<file path="src/rtl/ctrl_pkg.sv">
// Shared encodings for the multi-cycle control unit: opcodes, ALU and PC-source
// selections, FSM state codes and the instruction class used by the decoder.
package ctrl_pkg;

    localparam logic [3:0] OP_JAL  = 4'b0000;
    localparam logic [3:0] OP_JALR = 4'b0001;
    localparam logic [3:0] OP_BEQ  = 4'b0010;
    localparam logic [3:0] OP_BLE  = 4'b0011;
    localparam logic [3:0] OP_LB   = 4'b0100;
    localparam logic [3:0] OP_LW   = 4'b0101;
    localparam logic [3:0] OP_SB   = 4'b0110;
    localparam logic [3:0] OP_SW   = 4'b0111;
    localparam logic [3:0] OP_ADD  = 4'b1000;
    localparam logic [3:0] OP_SUB  = 4'b1001;
    localparam logic [3:0] OP_AND  = 4'b1010;
    localparam logic [3:0] OP_OR   = 4'b1011;
    localparam logic [3:0] OP_ADDI = 4'b1100;
    localparam logic [3:0] OP_SUBI = 4'b1101;
    localparam logic [3:0] OP_ANDI = 4'b1110;
    localparam logic [3:0] OP_ORI  = 4'b1111;

    localparam logic [2:0] ALU_ADD = 3'd0;
    localparam logic [2:0] ALU_SUB = 3'd1;
    localparam logic [2:0] ALU_AND = 3'd2;
    localparam logic [2:0] ALU_OR  = 3'd3;
    localparam logic [2:0] ALU_BEQ = 3'd4;
    localparam logic [2:0] ALU_BLE = 3'd5;

    localparam logic [1:0] PC_INC = 2'd0;  // PC+2
    localparam logic [1:0] PC_REL = 2'd1;  // PC+imm
    localparam logic [1:0] PC_REG = 2'd2;  // rs1+imm

    localparam logic [2:0] S_FETCH  = 3'd0;
    localparam logic [2:0] S_DECODE = 3'd1;
    localparam logic [2:0] S_EXEC   = 3'd2;
    localparam logic [2:0] S_MEM    = 3'd3;
    localparam logic [2:0] S_WB     = 3'd4;
    localparam logic [2:0] S_ERROR  = 3'd5;

    typedef enum logic [2:0] {
        CL_ALU,
        CL_BRANCH,
        CL_LOAD,
        CL_STORE,
        CL_JUMP
    } op_class_e;

endpackage

</file>
<file path="src/rtl/multicycle_ctrl_if.sv">
// Control-unit bus: IR/ALU/memory inputs and the datapath control outputs.
// master = control unit, slave = datapath side.
interface multicycle_ctrl_if #(
    parameter int OP_W    = 4,
    parameter int ALUOP_W = 3
);
    logic [OP_W-1:0]    op;
    logic               zero;
    logic               mem_ready;
    logic               mreq;
    logic               ir_we;
    logic               pc_we;
    logic [1:0]         PCsrc;
    logic               m2reg;
    logic               wmem;
    logic               memc;
    logic               alucsrc;
    logic               wreg;
    logic               jal;
    logic [ALUOP_W-1:0] ALUOp;
    logic               instr_done;
    logic               err;

    modport master (
        input  op, zero, mem_ready,
        output mreq, ir_we, pc_we, PCsrc, m2reg, wmem, memc, alucsrc,
               wreg, jal, ALUOp, instr_done, err
    );

    modport slave (
        output op, zero, mem_ready,
        input  mreq, ir_we, pc_we, PCsrc, m2reg, wmem, memc, alucsrc,
               wreg, jal, ALUOp, instr_done, err
    );
endinterface

</file>
<file path="src/rtl/op_decoder.sv">
// Combinational opcode decode: ALU operation, operand-B select, memory width
// and the instruction class that steers the FSM.
module op_decoder
    import ctrl_pkg::*;
#(
    parameter int OP_W    = 4,
    parameter int ALUOP_W = 3
) (
    input  logic [OP_W-1:0]    op_i,
    output logic [ALUOP_W-1:0] aluop_o,
    output logic               alucsrc_o,
    output logic               memc_o,
    output logic               jalr_o,
    output op_class_e          cls_o
);
    logic [3:0] opc;
    assign opc = 4'(op_i);

    always_comb begin
        aluop_o   = ALUOP_W'(ALU_ADD);
        alucsrc_o = 1'b0;
        memc_o    = 1'b0;
        jalr_o    = 1'b0;
        cls_o     = CL_ALU;
        case (opc)
            OP_JAL:  cls_o = CL_JUMP;
            OP_JALR: begin
                cls_o     = CL_JUMP;
                jalr_o    = 1'b1;
                alucsrc_o = 1'b1;
            end
            OP_BEQ: begin
                cls_o   = CL_BRANCH;
                aluop_o = ALUOP_W'(ALU_BEQ);
            end
            OP_BLE: begin
                cls_o   = CL_BRANCH;
                aluop_o = ALUOP_W'(ALU_BLE);
            end
            OP_LB: begin
                cls_o     = CL_LOAD;
                alucsrc_o = 1'b1;
            end
            OP_LW: begin
                cls_o     = CL_LOAD;
                alucsrc_o = 1'b1;
                memc_o    = 1'b1;
            end
            OP_SB: begin
                cls_o     = CL_STORE;
                alucsrc_o = 1'b1;
            end
            OP_SW: begin
                cls_o     = CL_STORE;
                alucsrc_o = 1'b1;
                memc_o    = 1'b1;
            end
            OP_ADD:  aluop_o = ALUOP_W'(ALU_ADD);
            OP_SUB:  aluop_o = ALUOP_W'(ALU_SUB);
            OP_AND:  aluop_o = ALUOP_W'(ALU_AND);
            OP_OR:   aluop_o = ALUOP_W'(ALU_OR);
            OP_ADDI: begin
                aluop_o   = ALUOP_W'(ALU_ADD);
                alucsrc_o = 1'b1;
            end
            OP_SUBI: begin
                aluop_o   = ALUOP_W'(ALU_SUB);
                alucsrc_o = 1'b1;
            end
            OP_ANDI: begin
                aluop_o   = ALUOP_W'(ALU_AND);
                alucsrc_o = 1'b1;
            end
            OP_ORI: begin
                aluop_o   = ALUOP_W'(ALU_OR);
                alucsrc_o = 1'b1;
            end
            default: ;
        endcase
    end
endmodule

</file>
<file path="src/rtl/multicycle_ctrl.sv">
// Multi-cycle control FSM (FETCH/DECODE/EXEC/MEM/WB/ERROR) with a memory-ready
// timeout that parks the unit in a sticky ERROR state until reset.
module multicycle_ctrl
    import ctrl_pkg::*;
#(
    parameter int OP_W        = 4,
    parameter int ALUOP_W     = 3,
    parameter int MEM_TIMEOUT = 15,
    parameter int TO_W        = 4
) (
    input  logic                clk,
    input  logic                rst,
    multicycle_ctrl_if.master   bus
);
    logic [2:0]         state_q, state_d;
    logic [OP_W-1:0]    op_q;
    logic [TO_W-1:0]    cnt_q, cnt_d;

    logic [ALUOP_W-1:0] dec_aluop;
    logic               dec_alucsrc;
    logic               dec_memc;
    logic               dec_jalr;
    op_class_e          dec_cls;

    op_decoder #(
        .OP_W    (OP_W),
        .ALUOP_W (ALUOP_W)
    ) u_dec (
        .op_i      (op_q),
        .aluop_o   (dec_aluop),
        .alucsrc_o (dec_alucsrc),
        .memc_o    (dec_memc),
        .jalr_o    (dec_jalr),
        .cls_o     (dec_cls)
    );

    logic            mem_wait;
    logic [TO_W:0]   cnt_inc;
    logic            to_hit;

    // Timeout fires on the wait cycle that would bring the count to MEM_TIMEOUT;
    // a ready in that same cycle still wins because it is tested first below.
    assign mem_wait = ((state_q == S_FETCH) || (state_q == S_MEM)) && !bus.mem_ready;
    assign cnt_inc  = {1'b0, cnt_q} + 1'b1;
    assign to_hit   = (MEM_TIMEOUT != 0) && (cnt_inc == (TO_W + 1)'(MEM_TIMEOUT));

    always_comb begin
        state_d = state_q;
        case (state_q)
            S_FETCH: begin
                if (bus.mem_ready)  state_d = S_DECODE;
                else if (to_hit)    state_d = S_ERROR;
            end
            S_DECODE: state_d = S_EXEC;
            S_EXEC: begin
                if (dec_cls == CL_BRANCH)
                    state_d = S_FETCH;
                else if ((dec_cls == CL_LOAD) || (dec_cls == CL_STORE))
                    state_d = S_MEM;
                else
                    state_d = S_WB;
            end
            S_MEM: begin
                if (bus.mem_ready)  state_d = (dec_cls == CL_STORE) ? S_FETCH : S_WB;
                else if (to_hit)    state_d = S_ERROR;
            end
            S_WB:    state_d = S_FETCH;
            S_ERROR: state_d = S_ERROR;
            default: state_d = S_FETCH;
        endcase
    end

    always_comb begin
        if (state_d != state_q)
            cnt_d = '0;
        else if (mem_wait)
            cnt_d = cnt_q + 1'b1;
        else
            cnt_d = cnt_q;
    end

    always_ff @(posedge clk) begin
        if (rst) begin
            state_q <= S_FETCH;
            op_q    <= '0;
            cnt_q   <= '0;
        end else begin
            state_q <= state_d;
            cnt_q   <= cnt_d;
            if (state_q == S_DECODE)
                op_q <= bus.op;
        end
    end

    always_comb begin
        bus.mreq       = 1'b0;
        bus.ir_we      = 1'b0;
        bus.pc_we      = 1'b0;
        bus.PCsrc      = PC_INC;
        bus.m2reg      = 1'b0;
        bus.wmem       = 1'b0;
        bus.memc       = 1'b0;
        bus.alucsrc    = 1'b0;
        bus.wreg       = 1'b0;
        bus.jal        = 1'b0;
        bus.ALUOp      = '0;
        bus.instr_done = 1'b0;
        bus.err        = 1'b0;
        if (!rst) begin
            case (state_q)
                S_FETCH: begin
                    bus.mreq  = 1'b1;
                    bus.ir_we = bus.mem_ready;
                end
                S_EXEC: begin
                    bus.ALUOp   = dec_aluop;
                    bus.alucsrc = dec_alucsrc;
                    bus.memc    = dec_memc;
                    if (dec_cls == CL_BRANCH) begin
                        bus.pc_we      = 1'b1;
                        bus.instr_done = 1'b1;
                        bus.PCsrc      = bus.zero ? PC_INC : PC_REL;
                    end
                end
                S_MEM: begin
                    bus.mreq    = 1'b1;
                    bus.ALUOp   = dec_aluop;
                    bus.alucsrc = dec_alucsrc;
                    bus.memc    = dec_memc;
                    if (dec_cls == CL_STORE) begin
                        bus.wmem       = 1'b1;
                        bus.pc_we      = bus.mem_ready;
                        bus.instr_done = bus.mem_ready;
                    end
                end
                S_WB: begin
                    bus.ALUOp      = dec_aluop;
                    bus.alucsrc    = dec_alucsrc;
                    bus.memc       = dec_memc;
                    bus.wreg       = 1'b1;
                    bus.pc_we      = 1'b1;
                    bus.instr_done = 1'b1;
                    bus.m2reg      = (dec_cls == CL_LOAD);
                    if (dec_cls == CL_JUMP) begin
                        bus.jal   = 1'b1;
                        bus.PCsrc = dec_jalr ? PC_REG : PC_REL;
                    end
                end
                S_ERROR: bus.err = 1'b1;
                default: ;
            endcase
        end
    end
endmodule

</file>
<file path="src/flat_wrapper.sv">
// flat-port wrapper written by rule: the top's interface ports become plain ports
module multicycle_ctrl_flat import ctrl_pkg::*;
#(
    parameter int OP_W        = 4,
    parameter int ALUOP_W     = 3,
    parameter int MEM_TIMEOUT = 15,
    parameter int TO_W        = 4
)
  (clk, rst, bus_op, bus_zero, bus_mem_ready, bus_mreq, bus_ir_we, bus_pc_we, bus_PCsrc, bus_m2reg, bus_wmem, bus_memc, bus_alucsrc, bus_wreg, bus_jal, bus_ALUOp, bus_instr_done, bus_err);
  multicycle_ctrl_if #(.OP_W(OP_W), .ALUOP_W(ALUOP_W)) bus_i ();
  input  logic clk;
  input  logic rst;
  input wire logic [$bits(bus_i.op)-1:0] bus_op;
  input wire logic [$bits(bus_i.zero)-1:0] bus_zero;
  input wire logic [$bits(bus_i.mem_ready)-1:0] bus_mem_ready;
  output wire logic [$bits(bus_i.mreq)-1:0] bus_mreq;
  output wire logic [$bits(bus_i.ir_we)-1:0] bus_ir_we;
  output wire logic [$bits(bus_i.pc_we)-1:0] bus_pc_we;
  output wire logic [$bits(bus_i.PCsrc)-1:0] bus_PCsrc;
  output wire logic [$bits(bus_i.m2reg)-1:0] bus_m2reg;
  output wire logic [$bits(bus_i.wmem)-1:0] bus_wmem;
  output wire logic [$bits(bus_i.memc)-1:0] bus_memc;
  output wire logic [$bits(bus_i.alucsrc)-1:0] bus_alucsrc;
  output wire logic [$bits(bus_i.wreg)-1:0] bus_wreg;
  output wire logic [$bits(bus_i.jal)-1:0] bus_jal;
  output wire logic [$bits(bus_i.ALUOp)-1:0] bus_ALUOp;
  output wire logic [$bits(bus_i.instr_done)-1:0] bus_instr_done;
  output wire logic [$bits(bus_i.err)-1:0] bus_err;
  assign bus_i.op = bus_op;
  assign bus_i.zero = bus_zero;
  assign bus_i.mem_ready = bus_mem_ready;
  assign bus_mreq = bus_i.mreq;
  assign bus_ir_we = bus_i.ir_we;
  assign bus_pc_we = bus_i.pc_we;
  assign bus_PCsrc = bus_i.PCsrc;
  assign bus_m2reg = bus_i.m2reg;
  assign bus_wmem = bus_i.wmem;
  assign bus_memc = bus_i.memc;
  assign bus_alucsrc = bus_i.alucsrc;
  assign bus_wreg = bus_i.wreg;
  assign bus_jal = bus_i.jal;
  assign bus_ALUOp = bus_i.ALUOp;
  assign bus_instr_done = bus_i.instr_done;
  assign bus_err = bus_i.err;
  multicycle_ctrl #(.OP_W(OP_W), .ALUOP_W(ALUOP_W), .MEM_TIMEOUT(MEM_TIMEOUT), .TO_W(TO_W)) u_core (.clk(clk), .rst(rst), .bus(bus_i));
endmodule
</file>
<file path="config.mk">
export PLATFORM = sky130hd
export DESIGN_NAME = multicycle_ctrl_flat
export DESIGN_NICKNAME = d
export VERILOG_FILES = /design/src/rtl/ctrl_pkg.sv /design/src/rtl/multicycle_ctrl_if.sv /design/src/rtl/op_decoder.sv /design/src/rtl/multicycle_ctrl.sv /design/src/flat_wrapper.sv
export SDC_FILE = /design/constraint.sdc
export NUM_CORES = 1
export LEC_CHECK = 0
export CAP_MARGIN = 20
export CORE_MARGIN = 1.5
export CORE_UTILIZATION = 50
export CTS_CLUSTER_SIZE = 25
export DETAILED_ROUTE_END_ITERATION = 10
export GPL_ROUTABILITY_DRIVEN = 0
export PLACE_DENSITY_LB_ADDON = 0.2
export SLEW_MARGIN = 10
export SYNTH_ARGS = -nofsm -noshare
export SYNTH_HDL_FRONTEND = slang
export SYNTH_SLANG_ARGS = --single-unit
export TNS_END_PERCENT = 10
</file>
<file path="constraint.sdc">
create_clock -name clk -period 2.65 [get_ports clk]
set_clock_uncertainty 0.05 [all_clocks]
set_input_delay 0.53 -clock clk [delete_from_list [all_inputs] [get_ports clk]]
set_output_delay 0.53 -clock clk [all_outputs]
set_load 0.005 [all_outputs]
</file>
==> Word-level counts from Yosys, hierarchy flattened <==
Index checks and enable logic that the tools add are counted.
{ "op_classes": {"n_addsub": 2, "n_mul": 0, "div_mod_pow": 0, "magnitude_cmp": 0, "n_eq_ne": 25, "shift": 0, "mux": 44, "bitwise_logic": 0, "reduce_logical": 18} }
{ "ops": {"columns": ["cell", "count"], "rows": [
  ["$pmux 3 s5", 2],
  ["$eq 4x4->1 const B", 7],
  ["$mux 1", 27],
  ["$mux 3", 8],
  ["$reduce_or 2->1", 10],
  ["$eq 4x3->1 const B", 4],
  ["$eq 3x2->1 const B", 4],
  ["$pmux 3 s4", 1],
  ["$eq 3x3->1 const B", 3],
  ["$reduce_or 9->1", 1],
  ["$eq 4x2->1 const B", 2],
  ["$mux 2", 4],
  ["$eq 3x1->1 const B", 2],
  ["$add 4x1->5 const B", 1],
  ["$eq 5x4->1 const B", 1],
  ["$add 4x1->4 const B", 1],
  ["$eq 4x1->1 const B", 1],
  ["$logic_not 4->1", 1],
  ["$pmux 2 s2", 1],
  ["$logic_not 3->1", 1],
  ["$ne 3x3->1", 1],
  ["$pmux 1 s3", 1],
  ["$reduce_or 3->1", 1],
  ["$logic_or 1x1->1", 2],
  ["other kinds (2)", 2]
]} }
{ "word_totals": {"reg_bits": 11, "latchBits": 0, "mem_bits_rw": 0, "mem_bits_ro": 0, "elab_cells": 92, "memories": 0} }

==> Depth between registers and ports, before layout <==
{ "depth": {"word_depth": 10, "depth_mapped": 7, "mapped_depth_nobuf": 7} }

==> Modules after synthesis <==
Synthesis repeated with hierarchy kept, for this count alone.
{ "hier_totals": {"cells_unflattened": 129, "area_unflattened_um2": 1007.2} }
{ "modules_own_cells": {"columns": ["mod", "instances", "cells_each", "area_each_um2", "seq_area_each_um2"], "rows": [
  ["multicycle_ctrl", 1, 118, 934.6, 220.2],
  ["op_decoder", 1, 11, 72.6, 0.0]
]} }

==> Worst setup path after synthesis <==
OpenSTA, ideal clock, no wires.
{ "synth_timing": {"path_type": "input to output", "start": "in rst", "end": "out bus_PCsrc[1]", "arrival_time_ns": 1.364, "setup_slack_ns": 0.706, "cell_stages": 4, "path_buffers": 0, "cell_sequence": "or2_2 -> nand2b_1 -> nor3_1 -> and2_1"} }
{ "synth_via": {"elab_chain_cells": 1} }
{ "synth_lines": {"columns": ["item", "line", "text"], "rows": [
  ["from (decl)", "flat_wrapper.sv:12", "input logic rst;"],
  ["$mux 2", "multicycle_ctrl.sv:109", "if (!rst) begin"],
  ["to (decl)", "flat_wrapper.sv:19", "output wire logic [$bits(bus_i.PCsrc)-1:0] bus_PCsrc;"]
]} }
No other way between the ends.

==> Worst setup path in the final report <==
{ "layout_timing": {"start": "in rst", "end": "out bus_jal"} }
{ "layout_via": {"elab_chain_cells": 1} }
{ "layout_lines": {"columns": ["item", "line", "text"], "rows": [
  ["$mux 1", "multicycle_ctrl.sv:109", null],
  ["to (decl)", "flat_wrapper.sv:25", "output wire logic [$bits(bus_i.jal)-1:0] bus_jal;"]
]} }
No other way between the ends.

==> results.cfg <==
[run_status]
run_status = complete, no violations

[timing]
fmax_ghz = 0.379
period_needed_ns = 2.64
relSlewSlack_pct = 70.9
setup_viol = 0
period_share_pct = 99.6
hold_viol_final = 0
rsz0062_at_grt = true
final_max_slew_viol_count = 0
tightest_slew_ns = 0.436

[worst_setup_path]
cp_cell_sequence = clkdlybuf4s50_1 -> or2_4 -> nand2b_4 -> nor3_4 -> clkdlybuf4s50_1
crit_path_end_kind = output pin
crit_slowest_cell = clkdlybuf4s50_1
required_ns = 2.07
crit_arrival_ns = 2.06
critical-path-top-delay-family = buffers and inverters
critical_path_class = in2out
path_common_cell = clkdlybuf4s50_1
crit_fanout = 3
critPathBufInv = 2
cp-start-kind = input pin
slowest_delay_ns = 0.56

[route]
first_iter_violations = 23
dr.pass1.iters = 4
vias = 919
wl_per_cell_um = 13.6
drc = 0
viasPerCell = 5.93
ant_nets = 0
routed_wirelength_um = 2110

[power_and_ir_drop]
swShare_pct = 33.2
power_frac_seq_pct = 42.1
pwr-share-comb_pct = 32.6
p_int_mw = 0.306
powerDensity_mw_per_mm2 = 372
ir_drop_mv = 0.314
switchingPower_mw = 0.152
p_clk_share_pct = 25.2
p_leak_nw = 0.485
total_power_mw = 0.459

[cts]
cts_tree = built
cts_made_buffers = 3
clk_pin_slew_ns = 0.08
cts-root-buf = clkbuf_4
cts_buffer_depth = 2
clkLatencyLatePin_ns = 0.27
postCtsSetupBuffers = 0
cts_sinks = 11
ctsHtreeMaxLevel = 1

[synth]
avgSynthCellArea_um2 = 8.00
synth_seq_area_share_pct = 25.0
syn_inst = 110
yosysMostFrequentCell = nor2_1
synth_top_area_cell = dfxtp_1
synthDistinctLibCells = 45
synth.top_cells.by_count = 15 x nor2_1, 11 x dfxtp_1, 9 x nand2_1
synth_top_area_share_pct = 25.0
async_flop_share_pct = 0
ys_ff_latch = 11
ys_warn_count = 0
synth_ff_type = dfxtp_1
ys_top_cells_by_area = dfxtp_1 25%, nor2_1 6.4%, nand2b_1 4.3%
syn_area_um2 = 880
synth-edff-count = 0
synth_fp_nets = 120

[finish]
nets = 150
final_core_util_pct = 78.3
finalNonFillerCells = 155
drive_above_1_share_pct = 18.0
area_growth_pct = 40.3
n_antenna_cell = 0
fin_area_mm2 = 0.00123

[global_route]
track_usage_pct = 23.6
grt_pass1_wl_um = 3540
grt_max_degree = 13
grt_pass1_vias = 839
antenna_found_initial = 0
grt_overflow = 0

[floorplanning]
ioPinCount = 24
core_mm2 = 0.00158
die_x_um = 44.9
die_y_um = 44.9
die_area_mm2 = 0.00202
row_count = 14
initial_core_util_pct = 55.8

[placement]
placed_cell_area_mm2 = 0.00116
hpwl_um = 1620
port_buffers = 23
dp.cells = 151

[run]
drv_cap = 0

[worst_hold_path]
hold_class = reg2reg
final timing paths:
| check | startpoint | to | slack [ns] | cells after the start |
|---|---|---|---|---|
| min | u_core.state_q[0] | u_core.state_q[2] | 0.51 | 2 |
| max reg2reg | u_core.op_q[1] | u_core.cnt_q[1] | 0.85 | 5 |
| min reg2reg | u_core.state_q[0] | u_core.state_q[2] | 0.51 | 2 |
| max | rst | bus_jal | 0.01 | 5 |
final cells by class:
| class | instances | area (µm²) |
|---|---|---|
| clock buffers | 4 | 26.3 |
| multi-input cells | 88 | 647 |
| well taps | 16 | 20.0 |
| flip-flops and latches | 11 | 221 |
| inverters | 4 | 15.0 |
| fillers | 117 | 343 |
| repair buffers | 32 | 304 |
cells by family (layout without fill, tap and decap cells):
family	after synthesis	in the layout	share of synthesized area [%]
xor gates and xnor gates	4	4	3.98
and+or+nand+nor	53	53	32.6
muxes	3	3	3.41
adders and majority gates	2	2	2.84
DFF	11	11	25.0
AOI/OAI and AO/OA	26	26	26.6
buffers and inverters	11	40	5.55
placed cells by master, fill, tap and decap left out, types with 2 or more instances in the layout:
cell type         n
a21o_1            2
a21oi_1           5
a31oi_1           2
and3_1            2
buf_4             9
clkbuf_4          3
clkdlybuf4s50_1  19
dfxtp_1          10
dlymetal6s2s_1    3
ha_1              2
inv_1             4
mux2i_1           3
nand2_1           9
nand2b_1          5
nor2_1           14
nor3_1            6
nor3_4            2
o21a_1            4
xor2_1            3
metrics by stage:
stage | hold WS (ns) | worst slack (ns) | TNS (ns)
final | 0.513 | 0.0105 | 0
after global placement | 0.484 | -0.135 | -0.280
after floorplan | 0.461 | 0.706 | 0
after detailed placement | 0.511 | -0.183 | -0.453
after global routing | 0.561 | -0.0223 | -0.0417
after CTS | 0.528 | -0.0357 | -0.0357
power by group through the flow:
| stage | registers, mW | clock network [mW] | logic [mW] |
|---|---|---|---|
| floorplan | 0.187 | 0 | 0.0986 |
| global placement | 0.195 | 0 | 0.138 |
| detailed placement | 0.195 | 0 | 0.141 |
| CTS | 0.192 | 0.118 | 0.145 |
| global route | 0.196 | 0.128 | 0.163 |
| finish | 0.193 | 0.116 | 0.150 |
routing by layer:
metal / routed length, µm / GRT usage (%) / up-vias
met4: 48 / 10.6 / 0
met3: 81 / 4.80 / 6
met2: 1010 / 37.4 / 28
met5: 0 / 0 / -
li1: - / - / 452
met1: 973 / 30.7 / 433
sequential cells by signal, indices dropped and copies added, names as in the netlist:
register        flops
u_core.op_q         4
u_core.cnt_q        4
u_core.state_q      3
worst reg2reg max path: stages, from the launching register on:
cell,delay [ns]
dfxtp_1,0.59
o2bb2ai_1,0.13
a21o_1,0.20
a211oi_2,0.29
o211ai_4,0.13
a2111oi_4,0.32
timing repair:
item / in CTS / in global routing
gates cloned: 0 / 0
gates resized for setup: 5 / 8
endpoints found under the setup margin: 7 / 10
pin swaps: 0 / 1
hold buffers: 0 / 0
Note: power is estimated with default switching activity, not from simulation.
